## config.mk

```make
export PLATFORM = sky130hd
export DESIGN_NAME = sw_hw_pio_bridge
export DESIGN_NICKNAME = d
export VERILOG_FILES = /design/src/rtl/sw_hw_pio_bridge.sv
export SDC_FILE = /design/constraint.sdc
export NUM_CORES = 1
export LEC_CHECK = 0
export ABC_AREA = 1
export BUFFER_PORTS_ARGS = -buffer_cell sky130_fd_sc_hd__buf_2
export CORE_ASPECT_RATIO = 0.7
export CORE_UTILIZATION = 30
export CTS_BUF_LIST = sky130_fd_sc_hd__clkbuf_8 sky130_fd_sc_hd__clkbuf_16
export CTS_CLUSTER_DIAMETER = 30
export DETAILED_ROUTE_END_ITERATION = 6
export SYNTH_ARGS = -nofsm -noshare
export SYNTH_HDL_FRONTEND = slang
export SYNTH_SLANG_ARGS = --single-unit
```

## constraint.sdc

```tcl
create_clock -name clk_clk -period 3.5 [get_ports clk_clk]
set_input_delay 0.35 -clock clk_clk [delete_from_list [all_inputs] [get_ports clk_clk]]
set_output_delay 0.35 -clock clk_clk [all_outputs]
set_load 0.05 [all_outputs]
```

## src/rtl/sw_hw_pio_bridge.sv

```systemverilog
// sw_hw_pio_bridge: fabric-side endpoint of the Nios II PIO handshake.
// Software pushes words into an RX FIFO (drained by fabric over valid/ready)
// and pulls words from a TX FIFO (filled by fabric over valid/ready). The
// 2-bit command/status pair is a four-phase handshake: SW raises a command,
// HW acknowledges once, SW returns to IDLE, HW drops its status.
module sw_hw_pio_bridge #(
   parameter int DATA_W   = 8,
   parameter int RX_DEPTH = 16,
   parameter int TX_DEPTH = 16
) (
   input  logic                        clk_clk,
   input  logic                        reset_reset_n,
   input  logic [DATA_W-1:0]           pio_to_hw_port,
   input  logic [1:0]                  pio_to_hw_sig,
   output logic [DATA_W-1:0]           pio_to_sw_port,
   output logic [1:0]                  pio_to_sw_sig,
   output logic [DATA_W-1:0]           rx_data,
   output logic                        rx_valid,
   input  logic                        rx_ready,
   input  logic [DATA_W-1:0]           tx_data,
   input  logic                        tx_valid,
   output logic                        tx_ready,
   output logic [$clog2(RX_DEPTH):0]   rx_level,
   output logic [$clog2(TX_DEPTH):0]   tx_level,
   output logic                        proto_err
);

   localparam int RX_AW = $clog2(RX_DEPTH);
   localparam int TX_AW = $clog2(TX_DEPTH);
   localparam logic [RX_AW:0] RX_CAP = (RX_AW+1)'(RX_DEPTH);
   localparam logic [TX_AW:0] TX_CAP = (TX_AW+1)'(TX_DEPTH);

   // SW command codes
   localparam logic [1:0] CMD_IDLE  = 2'b00;
   localparam logic [1:0] CMD_WRITE = 2'b01;
   localparam logic [1:0] CMD_READ  = 2'b10;
   localparam logic [1:0] CMD_ABORT = 2'b11;

   // HW status codes
   localparam logic [1:0] ST_IDLE    = 2'b00;
   localparam logic [1:0] ST_WACK    = 2'b01;
   localparam logic [1:0] ST_RDATA   = 2'b10;
   localparam logic [1:0] ST_ABORTED = 2'b11;

   // FSM states
   localparam logic [1:0] S_IDLE  = 2'd0;
   localparam logic [1:0] S_WACK  = 2'd1;
   localparam logic [1:0] S_RACK  = 2'd2;
   localparam logic [1:0] S_ABORT = 2'd3;

   logic [1:0]        sig_q;
   logic [DATA_W-1:0] data_q;
   logic [1:0]        state;
   logic              ready_en;

   logic [DATA_W-1:0] rx_mem [RX_DEPTH];
   logic [DATA_W-1:0] tx_mem [TX_DEPTH];
   logic [RX_AW-1:0]  rx_wr;
   logic [RX_AW-1:0]  rx_rd;
   logic [TX_AW-1:0]  tx_wr;
   logic [TX_AW-1:0]  tx_rd;

   logic rx_full;
   logic tx_full;
   logic tx_empty;
   logic flush;
   logic rx_push;
   logic rx_pop;
   logic tx_push;
   logic tx_pop;

   // Derive FIFO status and all same-cycle push/pop/flush strobes from pre-edge state
   always_comb begin
      rx_full  = (rx_level == RX_CAP);
      tx_full  = (tx_level == TX_CAP);
      tx_empty = (tx_level == '0);
      rx_valid = (rx_level != '0);
      // Show-ahead head; forced to zero when empty so stale RAM never leaks out
      rx_data  = rx_valid ? rx_mem[rx_rd] : '0;
      // Flush starts on the edge that enters ABORT and is held while there
      flush    = (state == S_ABORT) || (sig_q == CMD_ABORT);
      // FSM-side transfers only happen from IDLE, so each handshake moves one word
      rx_push  = (state == S_IDLE) && (sig_q == CMD_WRITE) && !rx_full;
      tx_pop   = (state == S_IDLE) && (sig_q == CMD_READ) && !tx_empty;
      rx_pop   = rx_valid && rx_ready;
      tx_ready = ready_en && !tx_full && (state != S_ABORT);
      tx_push  = tx_valid && tx_ready;
   end

   // Register the SW command so the FSM never sees a half-changed PIO bus
   always_ff @(posedge clk_clk) begin
      if (!reset_reset_n) begin
         sig_q <= CMD_IDLE;
      end else begin
         sig_q <= pio_to_hw_sig;
      end
   end

   // Word from SW travels alongside sig_q; no reset needed on the data path
   always_ff @(posedge clk_clk) begin
      data_q <= pio_to_hw_port;
   end

   // Hold tx_ready low through reset and release it on the first clean edge
   always_ff @(posedge clk_clk) begin
      if (!reset_reset_n) begin
         ready_en <= 1'b0;
      end else begin
         ready_en <= 1'b1;
      end
   end

   // RX storage write port (pointer reset on flush makes stale entries unreachable)
   always_ff @(posedge clk_clk) begin
      if (rx_push) begin
         rx_mem[rx_wr] <= data_q;
      end
   end

   // TX storage write port
   always_ff @(posedge clk_clk) begin
      if (tx_push) begin
         tx_mem[tx_wr] <= tx_data;
      end
   end

   // RX pointers and occupancy; flush outranks any same-cycle push or pop
   always_ff @(posedge clk_clk) begin
      if (!reset_reset_n) begin
         rx_wr    <= '0;
         rx_rd    <= '0;
         rx_level <= '0;
      end else if (flush) begin
         rx_wr    <= '0;
         rx_rd    <= '0;
         rx_level <= '0;
      end else begin
         if (rx_push) begin
            rx_wr <= rx_wr + 1'b1;
         end
         if (rx_pop) begin
            rx_rd <= rx_rd + 1'b1;
         end
         case ({rx_push, rx_pop})
            2'b10:   rx_level <= rx_level + 1'b1;
            2'b01:   rx_level <= rx_level - 1'b1;
            default: rx_level <= rx_level;
         endcase
      end
   end

   // TX pointers and occupancy; fabric push and FSM pop may coincide
   always_ff @(posedge clk_clk) begin
      if (!reset_reset_n) begin
         tx_wr    <= '0;
         tx_rd    <= '0;
         tx_level <= '0;
      end else if (flush) begin
         tx_wr    <= '0;
         tx_rd    <= '0;
         tx_level <= '0;
      end else begin
         if (tx_push) begin
            tx_wr <= tx_wr + 1'b1;
         end
         if (tx_pop) begin
            tx_rd <= tx_rd + 1'b1;
         end
         case ({tx_push, tx_pop})
            2'b10:   tx_level <= tx_level + 1'b1;
            2'b01:   tx_level <= tx_level - 1'b1;
            default: tx_level <= tx_level;
         endcase
      end
   end

   // Handshake FSM: ABORT from any state wins, otherwise a four-phase handshake per state
   always_ff @(posedge clk_clk) begin
      if (!reset_reset_n) begin
         state          <= S_IDLE;
         pio_to_sw_sig  <= ST_IDLE;
         pio_to_sw_port <= '0;
         proto_err      <= 1'b0;
      end else if (sig_q == CMD_ABORT) begin
         state          <= S_ABORT;
         pio_to_sw_sig  <= ST_ABORTED;
         pio_to_sw_port <= '0;
         proto_err      <= 1'b0;
      end else begin
         case (state)
            S_IDLE: begin
               case (sig_q)
                  CMD_WRITE: begin
                     if (!rx_full) begin
                        pio_to_sw_sig <= ST_WACK;
                        state         <= S_WACK;
                     end else begin
                        // RX full: stay silent so SW keeps polling
                        pio_to_sw_sig <= ST_IDLE;
                     end
                  end
                  CMD_READ: begin
                     if (!tx_empty) begin
                        pio_to_sw_port <= tx_mem[tx_rd];
                        pio_to_sw_sig  <= ST_RDATA;
                        state          <= S_RACK;
                     end else begin
                        pio_to_sw_sig <= ST_IDLE;
                     end
                  end
                  default: pio_to_sw_sig <= ST_IDLE;
               endcase
            end
            S_WACK: begin
               if (sig_q == CMD_IDLE) begin
                  pio_to_sw_sig <= ST_IDLE;
                  state         <= S_IDLE;
               end else if (sig_q == CMD_READ) begin
                  // SW changed command without releasing the write first
                  proto_err <= 1'b1;
               end
            end
            S_RACK: begin
               if (sig_q == CMD_IDLE) begin
                  // Port deliberately keeps the last word for late SW reads
                  pio_to_sw_sig <= ST_IDLE;
                  state         <= S_IDLE;
               end else if (sig_q == CMD_WRITE) begin
                  proto_err <= 1'b1;
               end
            end
            S_ABORT: begin
               if (sig_q == CMD_IDLE) begin
                  pio_to_sw_sig <= ST_IDLE;
                  state         <= S_IDLE;
               end
            end
            default: begin
               state         <= S_IDLE;
               pio_to_sw_sig <= ST_IDLE;
            end
         endcase
      end
   end

endmodule

```

* After elaboration in Yosys (flattened, before gate mapping) *
Memory sizes are Yosys's and may differ from the RTL's. A register that Yosys moved wholly into a read port is not among the register bits.
Index checks and enable logic that the tools add are counted.

storage, ports and cells
  register bits = 42
  bits of input ports = 22
  logic and storage cells = 96
  memories = 2
  RAM bits = 256

memory list
  name    depth  width  read ports  clocked after Yosys merged registers in  write ports  line  text
  rx_mem  16     8      1           1                                        1            56    logic [DATA_W-1:0] rx_mem [RX_DEPTH];
  tx_mem  16     8      1           1                                        1            57    logic [DATA_W-1:0] tx_mem [TX_DEPTH];

cells by class
  mux-type cells = 26
  reduce and logical (&&, ||, !) cells = 25
  add/sub/neg operators = 8
  bitwise operators = 2
  equality and inequality tests = 21

operator list
  kind                   number
  $pmux W5 S2            2
  $add A4 B1 Y4 const B  4
  $pmux W2 S2            4
  $eq A2 B2 Y1 const B   6
  $mux W2                6
  $add A5 B1 Y5 const B  2
  $eq A5 B5 Y1 const B   2
  $mux W1                10
  $ne A2 B2 Y1 const B   5
  $sub A5 B1 Y5 const B  2
  $eq A2 B1 Y1 const B   4
  $logic_and A1 B1 Y1    8
  $mux W4                2
  $mux W8                1
  $ne A4 B3 Y1 const B   2
  $reduce_bool A2 Y1     3
  $logic_not A5 Y1       1
  $reduce_and A5 Y1      1
  $reduce_bool A5 Y1     1
  $logic_not A2 Y1       2
  $ne A4 B1 Y1 const B   1
  $reduce_and A4 Y1      1
  $reduce_or A2 Y1       2
  $logic_not A1 Y1       3
  other kinds (6)        7

* Logic depth before layout (Yosys ltp) *
Gate-level depths: netlist of run 1.

  depth after elaboration = 7
  gate-level depth with buffers = 18

* Worst setup path after synthesis of run 1 *
Ideal clock, no wire load.

  path kind = flip-flop to flip-flop
  from = reg rx_level[1]
  to = reg rx_level[4]
  setup time = 0.070 ns
  data arrival time = 2.835 ns
  path buffers = 0
  path slack = 0.596 ns
  stages on the path, launching flop included = 15
  data required time = 3.430 ns
  cell sequence = dfxtp_1 -> inv_1 -> nand4_1 -> nand2_1 -> inv_2 -> ha_1 -> inv_1 -> fa_1 -> inv_1 -> nand2_1 -> a21boi_0 -> o21bai_1 -> nand2_1 -> nand2_1 -> a21oi_1

between the ends
  elaborated cells on any way between the ends = 11
  classes of those cells = 2 x add/sub; 3 x eq/ne; 1 x mux; 5 x reduce/logical

RTL lines
  what                                               line  text
  start: declaration                                 23    output logic [$clog2(RX_DEPTH):0] rx_level,
  start signal: assignment                           145   2'b10: rx_level <= rx_level + 1'b1;
  start signal: assignment                           146   2'b01: rx_level <= rx_level - 1'b1;
  start signal: assignment                           147   default: rx_level <= rx_level;
  $reduce_bool A5 Y1 *                               77    rx_valid = (rx_level != '0);
  named net rx_valid                                 18    output logic rx_valid,
  $logic_and A1 B1 Y1 *                              85    rx_pop = rx_valid && rx_ready;
  named net rx_pop                                   68    logic rx_pop;
  $eq A2 B1 Y1 or $eq A2 B2 Y1 (tied branches)       144   case ({rx_push, rx_pop})
  $pmux W5 S2 or $reduce_bool A2 Y1 (tied branches)  --

The timed path passes the listed nets; every way through them passes the cells marked *.
A chain may end at the register's enable or synchronous reset.

==> results.md, run 1 <==
Outcome:
- The run finished with clean final reports.

Global routing:
- The first global-routing pass estimated 52100 µm of wire.
- Entering global routing, the biggest net connects 67 pins.
- The aggregate global routing overflow is 0.
- The global-route met2 utilization is 21.7%.
- The total routing usage reported by global routing is 15.4%.
- After global routing, the most crowded layer is met1.
- The initial antenna violation count is 0.
- For met1 alone, demand over resource in global routing was 22.2%.
- The number of global-route vias before repair is 8970.
- The met3 track utilization from global routing is 3.86%.

Final layout:
- The area occupied by multi-input gates is 3640 µm².
- The top cell types in the final layout, fill and taps aside, are nand2_1, edfxtp_1, nand3_1, inv_1, clkbuf_16.
- Across the whole layout, storage elements account for 8770 µm².
- The most common library cell in the layout ignoring fill and taps is nand2_1.
- Fill cells in the final layout number 4122.
- The repair_antennas step left the layout with diodes totalling 0.
- The area growth from synthesis to layout is 25.5%.
- In the final layout, the share of cells above drive strength 1 is 14.2%.
- The final layout net count is 1436.

Yosys:
- The number of flops mapped to enable cells by yosys is 256.
- In this run the mean area of a mapped cell was 10.2 µm².
- The Yosys step of the flow raised 0 warnings.
- The number of nets produced by synthesis is 1337.
- The number of different library cells used by synthesis comes to 31.
- Summing the sequential cell areas from Yosys gives 66.2% of the chip area.
- In this run, synthesis produced a sequential element count of 310.
- The gate count after technology mapping is 1292.
- After synthesis, the share of flip-flops with an asynchronous set or reset is 0%.
- The most common flop cell mapped by yosys is edfxtp_1.
- The cell area that synthesis handed to floorplanning was 13200 µm².

Routing:
- The number of search-and-repair iterations in the first detailed-routing pass is 5.
- The number of nets with antenna violations after detailed routing is 0.
- The overall via count from detail_route is 9375.
- The wire length per cell is 16.7 µm.
- In the routed layout, each cell is associated on average with a via count of 4.61.
- In this run, the number of DRC markers left after iteration 0 of detailed routing was 700.
- The routed design has 34000 µm of wire.
- The DRC violation count after routing is 0.

Clock network:
- TritonCTS built the clock tree.
- The number of CTS-inserted buffers is 68.
- Clock-pin slew was measured on the worst setup and hold paths at 0.05 ns.
- At the later pin of the worst-skew pair, clock insertion delay measures 0.57 ns.
- The H-tree depth is 3.
- The cell at the root of the clock tree is clkbuf_16.
- The number of clock sinks seen by CTS is 310.
- After clock tree synthesis, the repair step resized 0 gates.
- The maximum clock insertion buffer count is 3.

Flow run:
- The number of max-cap violations is 0.

STA:
- The max-slew violation count is 0.
- For the finished layout, the period the worst path requires is 2.99 ns.
- The final clock period utilization by the worst path is 85.4%.
- The setup skew after layout is 0.0128 ns.
- Final hold analysis gives a worst-case slack of 0.0444 ns.
- Measured against its own limit, the worst slew margin works out to 16.2%.
- The upper clock frequency limit is 335 MHz.
- The count of endpoints failing hold in the final timing report is 0.
- Setup repair after global routing left no endpoint under its margin.
- The total negative setup slack is 0 ns.
- Setup violations remaining at the end of the flow were counted as 0.
- The slew of the pin with the lowest slew margin is 1.26 ns.

Setup path:
- The required time at the worst-slack endpoint is 3.15 ns.
- Across all register-to-register paths, the minimum setup slack is 0.84 ns.
- The worst-path maximum fanout is 32.
- At the worst endpoint, the arrival time is 2.64 ns.
- The worst setup path is of the register to output port kind.
- The reg-to-reg startpoint is sig_q[0].
- The number of cells on the worst reg-to-reg path is 17.
- The largest single stage delay on the critical path is 0.47 ns.
- Walking the worst path, the cells encountered are inv_1 -> nand3_1 -> nand3_1 -> nand2_1 -> nand2_1 -> a21oi_1 -> buf_2.
- The worst-path cell with the longest stage delay is inv_1.
- The capture instance of the worst register-to-register path is tx_level[4].
- In this run the worst setup path terminates at rx_data[7].
- The sort of element at the end of the critical path is an output port.
- The type of origin of the critical path is a register.

Power:
- The share of power burned in registers is 31.4%.
- The worst supply voltage drop on vdd is 0.387 mV.
- Per report_power, the clock group accounts for 49.3% of the total.
- For this design the total switching power over the nets is 4.18 mW.
- For this design the static power due to leakage is 6.76 nW.
- Of the total power, combinational logic draws 19.4%.
- The cell internal power dissipation is 9.43 mW.
- For this design the ratio of total power to cell area is 819 nW/µm².
- Net switching is 30.7% of the power.

Floorplan:
- For this design the top-level I/O count stands at 53.
- The width of the chip is 253 µm.
- In this run the vertical extent of the chip is 178 µm.
- The floorplan step defined a core boundary enclosing 42900 µm².
- In this run the core area contains 63 standard-cell rows.
- The starting density of the core is 30.9%.
- The die covers 45000 µm².

Worst hold path:
- The path category of the worst min-delay check is input port to register.

Place:
- Routability-driven placement finished with a final weighted congestion of 0.854.
- After legalization and detailed placement, the total HPWL measured 21300 µm.
- The port buffer count is 52.
[stage by stage]
stage	area, µm²	worst slack [ns]	power, mW	util [%]	std cells
6_report	16600	0.511	13.6	38.8	2032
5_1_grt	16600	0.363	14.2	38.8	2032
4_1_cts	16600	0.549	13.7	38.8	2032
3_5_place_dp	14100	0.903	6.95	32.8	1897
3_3_place_gp	14100	0.931	6.93	32.8	1897
2_1_floorplan	13200	0.596	6.28	-	1292
[registers in the layout, indices dropped and copies added (netlist names), 5 cells and up, named ones only]
| name | flops |
|---|---|
| pio_to_sw_port | 8 |
| rx_level | 5 |
| tx_level | 5 |
| tx_mem | 128 |
| data_q | 8 |
| rx_mem | 128 |
[cell families (layout without fill, tap and decap cells)]
family                   after synthesis  in the layout  synth area share [%]
buffers and inverters                191            346                  6.29
AO/OA/AOI/OAI                         57             57                  2.28
AND/OR/NAND/NOR                      700            700                  22.2
XOR/XNOR                              11             11                 0.728
adder cells (fa/ha/maj)               23             23                  2.23
flip-flops                           310            310                  66.2
[cell usage after synthesis (3+ instances only)]
cell	n	share of area, %
nand2_1	424	12
edfxtp_1	256	58
nand3_1	200	7.6
inv_1	124	3.5
dfxtp_1	54	8.2
nor2_1	49	1.4
a21oi_1	34	1.3
buf_2	27	1.0
ha_1	22	2.1
buf_4	18	1.0
nor3_1	14	0.53
o21ai_0	14	0.53
inv_2	9	0.26
xor2_1	9	0.60
clkbuf_1	6	0.17
nand4_1	5	0.24
clkinv_1	3	0.085
nand2_2	3	0.14
[critical path: cells and delay by family (launching register included)]
kind	cells	cell delay, ns
buffers and inverters	2	0.79
AND/OR/NAND/NOR	4	0.70
flip-flops	1	0.32
AO/OA/AOI/OAI	1	0.25
[worst min-delay path by stage]
stage	from	end	slack, ns	depth (start not counted)
2_1_floorplan	pio_to_hw_port[0]	data_q[0]	0.38	0
3_3_place_gp	pio_to_hw_port[5]	data_q[5]	0.45	1
3_5_place_dp	pio_to_hw_port[7]	data_q[7]	0.45	1
4_1_cts	pio_to_hw_sig[1]	sig_q[1]	0.03	3
5_1_grt	pio_to_hw_sig[1]	sig_q[1]	0.05	3
6_report	pio_to_hw_sig[1]	sig_q[1]	0.04	3
[power groups by stage]
stage / clock network (mW) / logic (mW) / registers [mW]
after global routing: 7.00 / 2.91 / 4.29
final: 6.71 / 2.64 / 4.27
after CTS: 6.82 / 2.64 / 4.27
after floorplan: 0 / 1.84 / 4.45
after detailed placement: 0 / 2.62 / 4.34
after global placement: 0 / 2.60 / 4.33
[repair_timing]
action | in CTS | in global routing
hold buffers | 9 | 0
setup endpoints to repair | 0 | 0
endpoints found under the hold margin | 9 | 0
buffers inserted | 0 | 0
[area by class of cell]
type,count,share of cell area [%]
tap,585,4.40
multi-input combinational,791,21.9
clock inverter,55,4.16
inverter,136,3.07
timing repair buffer,84,3.15
clock buffer,71,10.6
sequential,310,52.8
[metal layers]
layer	share of wire [%]	up-vias
li1	-	4526
met1	48	4489
met2	42	300
met3	7.6	60
met4	2.5	0
met5	0	-
No activity file was read; power rests on OpenSTA's default activity.
==> inputs of run 2 (changes only) <==
Settings changed: HOLD_SLACK_MARGIN set to 0.12, TNS_END_PERCENT set to 20.
==> run 2 against run 1 <==
Effect of this change: cell count increased by 0.15%; utilization increased by 0.070 points; first-iteration DRC count increased by 13%; flip-flop and latch count unchanged; worst hold slack improved by 0.17 ns; non-clock buffer count increased by 3; cell area increased by 0.18%; via count increased by 0.41%; clock-buffer cell count unchanged; clock power about the same; critical endpoint unchanged; largest power group unchanged.
==> results.md, run 2 (synthesis results as in run 1) <==
Power:
- The worst supply voltage drop on vdd is 0.385 mV (-0.46%).
- The power consumption is 13.6 mW (about the same).
- The total power density per cell area was 818 nW/µm² (-0.17%).
- The cell leakage power is 6.77 nW (+0.19%).

Setup path:
- The critical path in this run is classified as register to output port.
- The worst reg2reg path depth is 17 (unchanged).
- Among all stages on the critical path, the largest delay is contributed by inv_1.
- The top cell family by delay on the critical path is buffers and inverters.
- The worst setup path is launched from a register.
- The required time at the worst-slack endpoint was 3.15 ns (about the same).
- The worst reg-to-reg setup slack is 0.84 ns (about the same).
- The worst-path maximum fanout came to 32 (unchanged).
- The capture instance of the worst register-to-register path is tx_level[4].
- The data arrival time of the worst path is 2.63 ns (about the same).
- STA classifies the critical path endpoint as an output port.
- The buffers plus inverters on the worst setup path is 2 (unchanged).
- The delay of the slowest critical-path stage is 0.81 ns (+0.34 ns).
- The signal on the critical path passes through inv_1 -> nand3_1 -> nand3_1 -> nand2_1 -> nand2_1 -> a21oi_1 -> buf_2.
- The worst register-to-register path begins at sig_q[0].

Global routing:
- The number of global-route vias before repair is 8984 (+0.16%).
- The initial antenna violation count is 0 (unchanged).
- The maximum number of pins on one net before global-route repair is 67 (unchanged).
- The first-pass GRT wire length is 52100 µm (about the same).
- The total routing usage reported by global routing is 15.4% (about the same).
- The aggregate global routing overflow was 0 (unchanged).

Routing:
- The final routed wirelength across all metal layers is 34100 µm (+0.17%).
- The iteration-0 DRC count of the detailed router is 794 (+13%).
- The number of nets with antenna violations after detailed routing was 0 (unchanged).
- The number of search-and-repair iterations in the first detailed-routing pass was 5 (unchanged).
- The mean number of vias per cell was 4.63 (+0.26%).
- The overall via count from detail_route is 9413 (+0.41%).
- The wire length per cell is 16.7 µm (about the same).
- The DRC violation count after routing was 0 (unchanged).

Clock network:
- The maximum clock insertion buffer count came to 3 (unchanged).
- The clock latency reported for the late side of the worst-skew pair is 0.57 ns (about the same).
- TritonCTS built the clock tree.
- The post-CTS repair timing setup buffer count is 0 (unchanged).
- The total of cells resized after clock tree synthesis is 0 (unchanged).
- The H-tree depth was 3 (unchanged).
- The tree is rooted in a clkbuf_16.
- The number of clock sinks seen by CTS is 310 (unchanged).
- The clock-pin slew of the registers on the worst-case setup and hold paths is 0.05 ns (about the same).
- The number of CTS-inserted buffers is 68 (unchanged).

Floorplan:
- The number of rows in the core area was 63 (unchanged).
- The area of the die is 45000 µm² (unchanged).
- The vertical die dimension is 178 µm (unchanged).
- The placeable core area is 42900 µm² (unchanged).
- The top-level I/O count was 53 (unchanged).
- The width of the chip is 253 µm (unchanged).
- The starting density of the core is 30.9% (unchanged).

STA:
- Setup repair after global routing left no endpoint under its margin.
- The setup skew after layout was 0.0134 ns (+0.000642 ns).
- The final clock period utilization by the worst path is 85.1% (-0.28 points).
- The upper clock frequency limit was 336 MHz (+0.33%).
- The max-slew violation count is 0 (unchanged).
- The tightest slew margin relative to the limit came to 17.6% (+1.4 points).
- The final-report setup violation count is 0 (unchanged).
- The slew of the pin with the lowest slew margin is 1.23 ns (-0.0205 ns).
- The clock period minus worst slack was 2.98 ns (-0.00988 ns).
- The worst setup margin is 0.521 ns (+0.00988 ns).
- The count of endpoints failing hold in the final timing report is 0 (unchanged).
- The total negative setup slack is 0 ns (unchanged).

Worst hold path:
- The number of cells on the worst hold path was 1 (-2).
- The worst hold path begins at tx_data[7].
- In this run the worst hold path is classified as input port to register.
- The path with the worst hold slack has its endpoint at tx_mem[1][7].

Final layout:
- The final layout net count is 1439 (+0.21%).
- Leaving out fill and tap cells, the most frequent cells in the layout are nand2_1, edfxtp_1, nand3_1, inv_1, clkbuf_16.
- The fraction of layout instances using a drive strength above 1 was 14.2% (-0.029 points).
- The largest registers in the layout are rx_mem: 128 flops, tx_mem: 128 flops.
- The area added between synthesis and finish is 25.8%.
- The library cell used most frequently in the layout, excluding fill and tap cells, is nand2_1.
- The number of antenna repair diodes is 0 (unchanged).
- The number of filler cells placed in the layout was 4116 (-0.15%).

Place:
- The routability-driven placement congestion ratio is 0.854 (unchanged).
- The port buffer count is 52 (unchanged).
- The setup slack at placement is 0.903 ns (unchanged).
- The half-perimeter wire length after detailed placement is 21300 µm (unchanged).

Outcome:
- The flow ran to the end, and the final reports show no timing, DRC or antenna violations.

Flow run:
- The number of max-cap violations is 0 (unchanged).
run 2: cell types whose count changed in the layout (fill, tap and decap cells not counted), sizes merged:
cell / previous run / this run
dlygate4sd3: 9 / 12
run 2: area by class of cell:
type                       instances  area, µm²  area share (%)
tap                              585        732            4.40
multi-input combinational        791       3640            21.8
clock inverter                    55        691            4.15
clock buffer                      71       1750            10.5
inverter                         136        510            3.07
timing repair buffer              87        553            3.32
sequential                       310       8770            52.7
run 2: through the flow:
stage	utilization, %	hold WS, ns	instances	instance area [µm²]
2_1_floorplan	-	0.378	1292	13200
3_3_place_gp	32.8	0.452	1897	14100
3_5_place_dp	32.8	0.454	1897	14100
4_1_cts	38.8	0.179	2035	16600
5_1_grt	38.8	0.203	2035	16600
6_report	38.8	0.211	2035	16600
run 2: power by group:
group	internal (mW)	switching (mW)	total, mW
registers	4.14	0.131	4.27
logic	0.683	1.95	2.64
clock network	4.62	2.09	6.71
total	9.44	4.18	13.6
run 2: routing by layer:
layer,track usage (%),wire (µm),up-vias
met1,22.3,16000,4488
met4,6.72,909,0
met3,3.73,2820,64
met5,0,0,-
li1,-,-,4535
met2,21.7,14400,326
run 2: worst max path at each step:
stage | end | start | depth (start not counted) | slack, ns
after floorplan | rx_level[4] | rx_level[1] | 14 | 0.60
after global placement | tx_level[4] | sig_q[0] | 17 | 0.93
after detailed placement | tx_level[4] | sig_q[0] | 17 | 0.90
after CTS | rx_data[7] | register | 7 | 0.55
after global routing | rx_data[7] | register | 7 | 0.36
final | rx_data[7] | register | 7 | 0.52
run 2: repair_timing:
| action | in CTS | in global routing |
|---|---|---|
| hold endpoints to repair | 16 | 0 |
| endpoints found under the setup margin | 0 | 0 |
| hold buffers | 12 | 0 |
==> inputs of run 3 (changes only) <==
Settings changed: CELL_PAD_IN_SITES_DETAIL_PLACEMENT set to 0, CELL_PAD_IN_SITES_GLOBAL_PLACEMENT set to 1, GPL_ROUTABILITY_DRIVEN set to 0, PLACE_DENSITY_LB_ADDON set to 0.1.
==> run 3 against run 2 <==
Effect of this change: clock power decreased by 4.5%; first-iteration DRC count decreased by 9.4%; clock-buffer cell count increased by 4; total power decreased by 1.5%; global-route usage increased by 1.6 points; clock skew increased by 0.0052 ns; utilization about the same; highest routed layer unchanged.
==> results.md, run 3 (synthesis results as in run 1) <==
Setup path:
- The worst-path maximum fanout is 29 (-9.4%).
- Among cell families on the critical path, the largest total delay comes from buffers and inverters.
- The delay of the slowest critical-path stage came to 0.42 ns (-0.39 ns).
- The buffers plus inverters on the worst setup path is 3 (+1).
- The most frequent cell on the critical path is nand2_1.
- The sort of element at the end of the critical path is an output port.
- The data arrival time of the worst path is 2.72 ns (+0.09 ns).
- The required time at the worst-slack endpoint is 3.15 ns (about the same).
- The type of origin of the critical path is a register.
- For this design, the slowest cell found on the critical path is inv_2.
- The type of the worst setup path is register to output port.
- Traced cell by cell, the critical path runs through inv_2 -> buf_4 -> nand2_1 -> nand3_1 -> nand3_1 -> nand2_1 -> nand2_1 -> a21oi_1 -> buf_2.

Clock network:
- The cell at the root of the clock tree is clkbuf_16.
- The clock-pin slew of the registers on the worst-case setup and hold paths is 0.04 ns (about the same).
- The number of clock sinks seen by CTS is 310 (unchanged).
- The clock latency reported for the late side of the worst-skew pair came to 0.57 ns (about the same).
- The maximum clock insertion buffer count is 3 (unchanged).
- The total of cells resized after clock tree synthesis is 0 (unchanged).
- The H-tree depth came to 3 (unchanged).
- TritonCTS built the clock tree.
- The number of CTS-inserted buffers is 73 (+7.4%).

STA:
- The upper clock frequency limit is 325 MHz (-3.1%).
- The max-slew violation count was 0 (unchanged).
- The tightest slew margin relative to the limit is 30.8% (+13 points).
- The clock period minus worst slack is 3.07 ns (+0.0939 ns).
- The count of endpoints failing hold in the final timing report was 0 (unchanged).
- The final-report setup violation count is 0 (unchanged).
- The total negative setup slack came to 0 ns (unchanged).
- The setup skew after layout was 0.0186 ns (+0.00516 ns).
- Setup repair after global routing left no endpoint under its margin.
- The slew of the pin with the lowest slew margin was 1.04 ns (-0.198 ns).
- The final hold slack is 0.155 ns (-0.0561 ns).
- The final clock period utilization by the worst path is 87.8% (+2.7 points).
- The worst setup margin came to 0.427 ns (-0.0939 ns).

Place:
- The setup slack at placement is 0.894 ns (-0.00918 ns).
- The port buffer count is 52 (unchanged).
- The half-perimeter wire length after detailed placement is 23500 µm (+11%).

Routing:
- The routed length on met2 was 14200 µm (-1.5%).
- The final routed wirelength across all metal layers is 36900 µm (+8.5%).
- The wire length per cell is 18.0 µm (+7.4%).
- The iteration-0 DRC count of the detailed router is 719 (-9.4%).
- After detailed routing, no signal wire sits above met4.
- The DRC violation count after routing came to 0 (unchanged).
- The wire length on met1 came to 19800 µm (+24%).
- The detailed route wirelength on metal3 came to 2400 µm (-15%).
- The mean number of vias per cell is 4.50 (-2.6%).
- The number of search-and-repair iterations in the first detailed-routing pass was 5 (unchanged).
- The overall via count from detail_route is 9256 (-1.7%).
- The number of nets with antenna violations after detailed routing is 0 (unchanged).

Floorplan:
- The vertical die dimension was 178 µm (unchanged).
- The area of the die is 45000 µm² (unchanged).
- The placeable core area is 42900 µm² (unchanged).
- The starting density of the core is 30.9% (unchanged).
- The top-level I/O count was 53 (unchanged).
- The number of rows in the core area came to 63 (unchanged).
- The width of the chip is 253 µm (unchanged).

Final layout:
- The area added between synthesis and finish is 25.9% (about the same).
- The largest registers in the layout are rx_mem: 128 flops, tx_mem: 128 flops.
- The top cell types in the final layout, fill and taps aside, are nand2_1, edfxtp_1, nand3_1, inv_1, clkbuf_16.
- The register area is 8770 µm² (unchanged).
- The library cell used most frequently in the layout, excluding fill and tap cells, is nand2_1.
- The final layout net count was 1456 (+1.2%).
- The number of antenna repair diodes is 0 (unchanged).
- The number of filler cells placed in the layout is 4292 (+4.3%).
- The fraction of layout instances using a drive strength above 1 is 14.8% (+0.56 points).
- The final core area utilization was 38.9% (about the same).
- The area occupied by multi-input gates was 3640 µm² (unchanged).

Power:
- The cell leakage power was 6.82 nW (+0.61%).
- The worst supply voltage drop on vdd is 0.503 mV (+31%).
- The power consumption came to 13.4 mW (-1.5%).
- The total power density per cell area is 805 nW/µm² (-1.6%).

Worst hold path:
- The worst hold path belongs to the class input port to register.

Global routing:
- The first-pass GRT wire length was 56000 µm (+7.5%).
- The maximum number of pins on one net before global-route repair was 67 (unchanged).
- The initial antenna violation count is 2 (+2).
- The aggregate global routing overflow is 0 (unchanged).
- The number of global-route vias before repair is 8887 (-1.1%).
- The total routing usage reported by global routing is 17.0% (+1.6 points).

Outcome:
- The flow ran to the end, and the final reports show no timing, DRC or antenna violations.

Flow run:
- The number of max-cap violations was 0 (unchanged).
run 3: cell count changes in the layout (fill, tap and decap cells not counted), sizes merged:
cell	delta
dlygate4sd3	+2
clkinv	+8
inv	+2
clkbuf	+4
buf	+10
bufinv	-6
run 3: final timing paths:
kind,start,endpoint,slack [ns],cells after the start
hold / removal,rx_ready,rx_rd[3],0.15,4
setup reg to reg,rx_level[1],rx_level[4],0.89,14
hold reg to reg,proto_err,proto_err,0.46,2
setup / recovery,register,rx_data[2],0.43,9
run 3: per-layer routing:
layer	up-vias	GRT usage, %
li1	4580	-
met1	4379	27.4
met2	245	22.0
met3	52	4.05
met4	0	4.39
met5	-	0
run 3: worst register-to-register path, stage by stage (launching register included):
cell and delay (ns):
dfxtp_1 0.38, inv_1 0.10, nand4_1 0.32, nand2_1 0.16, inv_2 0.15, ha_1 0.30
inv_1 0.08, fa_1 0.41, inv_1 0.07, nand2_1 0.08, a21boi_0 0.18, o21bai_1 0.08
nand2_1 0.06, nand2_1 0.05, a21oi_1 0.11
run 3: layout make-up:
class,count,area share [%]
Sequential cell,310,52.6
Multi-Input combinational cell,791,21.8
Clock buffer,75,11.1
Tap cell,585,4.39
Timing Repair Buffer,99,3.89
Clock inverter,59,3.07
Inverter,136,3.06
run 3: where the power goes:
part | internal (mW) | switching (mW)
combinational | 0.694 | 2.04
sequential | 4.14 | 0.131
clock | 4.33 | 2.07
total | 9.17 | 4.24
run 3: per-stage QoR:
step | cell area [µm²] | instances
detailed placement | 14200 | 1907
floorplan | 13200 | 1292
global placement | 14200 | 1907
finish | 16700 | 2055
CTS | 16700 | 2055
global route | 16700 | 2055
run 3: what timing repair did:
action	in CTS	in global routing
setup endpoints to repair	0	0
hold buffers	14	0
setup buffers	0	0
hold endpoints to repair	16	0
